==> src/rtl/pipe_stage_buf.sv <==
// pipe_stage_buf: DEPTH-entry circular-buffer pipeline stage with flush and stall.
// Head payload is masked to zero whenever the buffer is empty.
module pipe_stage_buf #(
    parameter int WIDTH      = 32,
    parameter int DEPTH      = 2,
    parameter bit READY_PASS = 1'b1
) (
    input  logic                       ACLK,
    input  logic                       ARESET,
    input  logic                       flush,
    input  logic                       stall,
    input  logic                       in_valid,
    output logic                       in_ready,
    input  logic [WIDTH-1:0]           in_data,
    output logic                       out_valid,
    input  logic                       out_ready,
    output logic [WIDTH-1:0]           out_data,
    output logic [$clog2(DEPTH+1)-1:0] count
);
    localparam int PW = (DEPTH > 1) ? $clog2(DEPTH) : 1;
    localparam int CW = $clog2(DEPTH + 1);

    logic [WIDTH-1:0] mem [DEPTH];
    logic [PW-1:0]    wr_ptr;
    logic [PW-1:0]    rd_ptr;
    logic             empty;
    logic             full;
    logic             push;
    logic             pop;

    // pointers wrap explicitly so non-power-of-2 depths work
    function automatic logic [PW-1:0] wrap_inc(input logic [PW-1:0] p);
        return (p == PW'(DEPTH - 1)) ? '0 : p + 1'b1;
    endfunction

    assign empty     = (count == '0);
    assign full      = (count == CW'(DEPTH));
    assign out_valid = ~empty & ~stall & ~flush;
    assign out_data  = empty ? '0 : mem[rd_ptr];
    assign in_ready  = ~ARESET & ~stall & ~flush & (~full | (READY_PASS & out_ready));
    assign push      = in_valid & in_ready;
    assign pop       = out_valid & out_ready;

    always_ff @(posedge ACLK or posedge ARESET) begin
        if (ARESET) begin
            count  <= '0;
            wr_ptr <= '0;
            rd_ptr <= '0;
        end else if (flush) begin
            count  <= '0;
            wr_ptr <= '0;
            rd_ptr <= '0;
        end else begin
            if (push)
                wr_ptr <= wrap_inc(wr_ptr);
            if (pop)
                rd_ptr <= wrap_inc(rd_ptr);
            if (push != pop)
                count <= push ? count + 1'b1 : count - 1'b1;
        end
    end

    // storage is left unreset; the empty mask on out_data hides stale entries
    always_ff @(posedge ACLK) begin
        if (push)
            mem[wr_ptr] <= in_data;
    end
endmodule

==> config.mk <==
export PLATFORM = sky130hd
export DESIGN_NAME = pipe_stage_buf
export DESIGN_NICKNAME = d
export VERILOG_FILES = /design/src/rtl/pipe_stage_buf.sv
export SDC_FILE = /design/constraint.sdc
export NUM_CORES = 1
export LEC_CHECK = 0
export CORE_MARGIN = 2
export CORE_UTILIZATION = 47
export CTS_CLUSTER_DIAMETER = 50
export DETAILED_ROUTE_END_ITERATION = 10
export GPL_TIMING_DRIVEN = 0
export PLACE_DENSITY = 0.79
export SYNTH_ARGS = -nofsm -noshare
export SYNTH_HDL_FRONTEND = slang
export SYNTH_SLANG_ARGS = --single-unit
==> constraint.sdc <==
create_clock -name ACLK -period 3.95 [get_ports ACLK]
set_input_delay 0.5925 -clock ACLK [delete_from_list [all_inputs] [get_ports ACLK]]
set_output_delay 0.5925 -clock ACLK [all_outputs]
set_load 0.01 [all_outputs]
After elaboration in Yosys (flattened, before gate mapping):

Memories as Yosys holds them, arrays and structs flattened.
Cells that the tools add are included.

* bits in registers: 4
* bits in latches: 0
* RAM bits: 64
* memory bits (read-only): 0
* bits of input ports: 38
* memories: 1

* $add $sub $neg: 4
* $mul: 0
* div/mod/pow operators: 0
* order comparisons: 0
* equal/unequal tests: 2
* shift-type cells: 0
* mux-type cells: 12
* bitwise logic cells: 13
* reduce and logical (&&, ||, !) cells: 4

Memories
* mem: depth 2, width 32, rd ports 1, clocked after Yosys merged registers in 0, wr ports 1, RTL line 23 `logic [WIDTH-1:0] mem [DEPTH];`

Operators by type and width (number)
* $mux W32: 1
* $mux W1: 8
* $and A1 B1 Y1: 7
* $mux W2: 3
* $reduce_bool A2 Y1: 3
* $not A1 Y1: 5
* $add A1 B1 Y1 const B: 2
* $add A2 B1 Y2 const B: 1
* $eq A2 B2 Y1 const B: 1
* $logic_not A2 Y1: 1
* $sub A2 B1 Y2 const B: 1
* $ne A1 B1 Y1: 1
* $or A1 B1 Y1: 1

Logic depth before layout (Yosys ltp):

* depth after elaboration: 8
* depth in mapped cells: 5

Worst setup path before layout:

Ideal clock, no wire load.

* kind: input -> register
* from: input port flush
* to: memory mem[0][0] (enable)
* arrival time: 3.492 ns
* data required time: 3.489 ns
* path slack: -0.003 ns
* stages: 3
* path through: or4b_1 > buf_2 > nor3_1

* word-level cells in the longest chain between the ends: 6

RTL lines
* start: declaration: RTL line 10 `input logic flush,`
* $not A1 Y1: RTL line 40 `assign in_ready = ~ARESET & ~stall & ~flush & (~full | (READY_PASS & out_ready));`
* $and A1 B1 Y1 (2 in series): RTL line 40
* $and A1 B1 Y1: RTL line 41 `assign push = in_valid & in_ready;`
* $mux W1: RTL line 65 `if (push)`
* $mux W1 (implied by the code): RTL line 66 `mem[wr_ptr] <= in_data;`
* end: declaration: RTL line 23

No other way between the ends.

Final worst setup path:

* from: register count[1]
* to: output port out_data[0]

* word-level cells in the longest chain between the ends: 2

RTL lines
* start: declaration: RTL line 18 `output logic [$clog2(DEPTH+1)-1:0] count`
* start signal: assignment: RTL line 59 `count <= push ? count + 1'b1 : count - 1'b1;`
* $logic_not A2 Y1: RTL line 36 `assign empty = (count == '0);`
* $mux W32: RTL line 39 `assign out_data = empty ? '0 : mem[rd_ptr];`
* end: declaration: RTL line 17 `output logic [WIDTH-1:0] out_data,`

No other way between the ends.

==> results_dict.tcl <==
set metrics [dict create \
    num_io_pins 74 \
    cts_tree "yes" \
    postSynthCellCount 165 \
    synthTopCellsByArea "edfxtp_1 73%, mux2i_1 12%, nor2_1 5.5%" \
    cp_data_arrival_time_ns 2.25 \
    p_leak_nw 1.18 \
    end_kind "output pin" \
    core-area_sq_um 5470 \
    cts_buffers 9 \
    dp_hpwl_um 3170 \
    ys_warn_count 0 \
    path_class "reg -> out" \
    initial_utilization_pct 48.4 \
    synthArstFlopShare_pct 5.88 \
    htreeDepth 3 \
    fin_ws_ns 1.10 \
    wire_per_inst_um 14.1 \
    pre_cts_ws_ns 0.812 \
    die-area_sq_um 6260 \
    synth_nets 203 \
    clock-sinks 68 \
    fin_nets 288 \
    first_pass_iters 4 \
    post_cts_buffers 0 \
    design_power_total_mw 1.34 \
    hold_viol_final 0 \
    yosysMostFrequentCell "edfxtp_1" \
    grt_max_degree 33 \
    fin_crit_ns 2.85 \
    power_density_nw_per_um2 366 \
    cts_resized 0 \
    die_h_um 79.1 \
    worstSetupStartpointType "flop" \
    areaGrowthSynthToFinish_pct 38.5 \
    whs_ns 0.494 \
    drc 0 \
    gp_congestion 0.705 \
    avgSynthCellArea_sq_um 16.1 \
    nFillCells 411 \
    drtAntennaViolNets 0 \
    vias_per_cell 4.83 \
    antennaDiodeCount 0 \
    fin_tns_setup_ns 0 \
    r2r_slack_ns 2.04 \
    layout-drive-gt1-share_pct 8.63 \
    die_x_um 79.1 \
    multi_input_area_sq_um 602 \
    grt_pass1_vias 1638 \
    vdd_drop_max_v 0.000242 \
    ys_seq_area_share_pct 76.3 \
    synth_top_area_share_pct 72.5 \
    status "finished, final reports clean" \
    drv_cap 0 \
    reg2regPathDepth 3 \
    hp-class "in -> async" \
    drt_iter0_markers 45 \
    critPathRequiredTime_ns 3.36 \
    maxSlewHeadroom_pct 43.2 \
    r2r_end "mem[1][0]$_DFFE_PP_" \
    synth-seq-cells 68 \
    crit_start "count[1]$_DFFE_PP0P_" \
    clkSlewWorstSetupHoldPaths_ns 0.06 \
    endpoint "out_data[0]" \
    worstSkewPairLatency_ns 0.33 \
    wl_um 4610 \
    grtUsageTotal_pct 16.1 \
    timing.fmax_mhz 351 \
    synth.cell_area_sq_um 2650 \
    seq_area_sq_um 2020 \
    r2r-start "count[1]$_DFFE_PP0P_" \
    row_count 27 \
    slew_viol_final 0 \
    grt_pass1_wl_um 7260 \
    final.setup_skew_ns 0.00637 \
    ctsLongestPathBuffers 2 \
    netlist.top_cell.by_area "edfxtp_1" \
    finalSetupViolCount 0 \
    grt_antenna_before_repair 0 \
    critPathMaxFanout 10 \
    portBuffers 73 \
    root_buffer "clkbuf_8" \
    worst_pin_slew_ns 0.849 \
    rsz0062_at_grt "no" \
    synth-main-ff-cell "edfxtp_1" \
    synth_common_cells "64 x edfxtp_1, 39 x nor2_1, 32 x mux2i_1" \
    vias 1580 \
    finalCritPeriodShare_pct 72.0 \
    cts_hold_buf 0 \
    overflow 0 \
    synth_edf_count 64 \
    synth.distinct_cells 19 \
]
## area by class of cell
cell class / count / area share, %
flip-flops and latches: 68 / 55.1
repair buffers: 74 / 20.7
multi-input cells: 88 / 16.4
clock buffers: 11 / 3.58
well taps: 72 / 2.45
plain buffers: 8 / 0.954
clock inverters: 5 / 0.784
inverters: 1 / 0.102
## cell usage in the layout, fill, tap and decap left out
| cell type | synthesis | routed |
|---|---|---|
| clkdlybuf4s50_1 | 0 | 73 |
| edfxtp_1 | 64 | 64 |
| nor2_1 | 39 | 39 |
| mux2i_1 | 32 | 32 |
| clkbuf_8 | 0 | 9 |
| clkbuf_1 | 4 | 6 |
| buf_2 | 4 | 4 |
| clkinv_2 | 0 | 4 |
| dfrtp_1 | 4 | 4 |
| nor3b_1 | 2 | 2 |
| xnor2_1 | 2 | 2 |
| nor4_1 | 2 | 2 |
| nor3_1 | 3 | 2 |
| or4b_1 | 1 | 1 |
| nand3b_1 | 1 | 1 |
| a21oi_1 | 1 | 1 |
| and3_1 | 1 | 1 |
| and3b_4 | 1 | 1 |
| a211oi_1 | 1 | 1 |
| o21a_1 | 1 | 1 |
| and2_2 | 0 | 1 |
| nor3_4 | 0 | 1 |
| inv_1 | 1 | 1 |
| clkinv_4 | 0 | 1 |
| buf_16 | 0 | 1 |
## critical path, cell delays in order, from the launching register on
cell	delay [ns]
dfrtp_1	0.45
nor2_1	0.44
clkbuf_1	0.43
nor2_1	0.11
clkdlybuf4s50_1	0.50
## through the flow
step / cells / instance area (sq um) / util, %
floorplan: 165 / 2660 / -
global placement: 310 / 3480 / 63.5
detailed placement: 311 / 3510 / 64.2
CTS: 327 / 3670 / 67.1
global route: 327 / 3670 / 67.1
finish: 327 / 3670 / 67.1
## how the worst min path moves through the flow
stage | end | cells after the start
after floorplan | count[0]$_DFFE_PP0P_ | 1
after global placement | wr_ptr$_DFFE_PP0P_ | 2
after detailed placement | wr_ptr$_DFFE_PP0P_ | 2
after CTS | count[1]$_DFFE_PP0P_ | 2
after global routing | count[1]$_DFFE_PP0P_ | 2
final | count[1]$_DFFE_PP0P_ | 2
## layer usage
layer	global-route usage, %	vias up	part of all wire, %
met4	8.28	0	1.7
met5	0	-	0
met1	16.9	747	38
li1	-	777	-
met3	5.91	8	6.4
met2	28.1	48	53
## flip-flops by register name, summed over array words and instances (netlist names)
name / flops
count: 2
mem: 64
rd_ptr: 1
wr_ptr: 1
## power breakdown
part / switching, mW / leakage [nW] / internal [mW]
sequential: 0.00277 / 0.634 / 0.797
combinational: 0.0348 / 0.460 / 0.0554
clock: 0.230 / 0.0868 / 0.224
## logic make-up (layout without fill, tap and decap cells)
group | count (synthesis) | in the layout | synth area share [%]
flip-flops | 68 | 68 | 76.3
AND/OR/NAND/NOR | 51 | 51 | 8.73
multiplexers | 32 | 32 | 12.1
buffers and inverters | 9 | 99 | 1.46
AO/OA/AOI/OAI | 3 | 3 | 0.755
XOR/XNOR | 2 | 2 | 0.661
No activity file was read; power rests on OpenSTA's default activity.
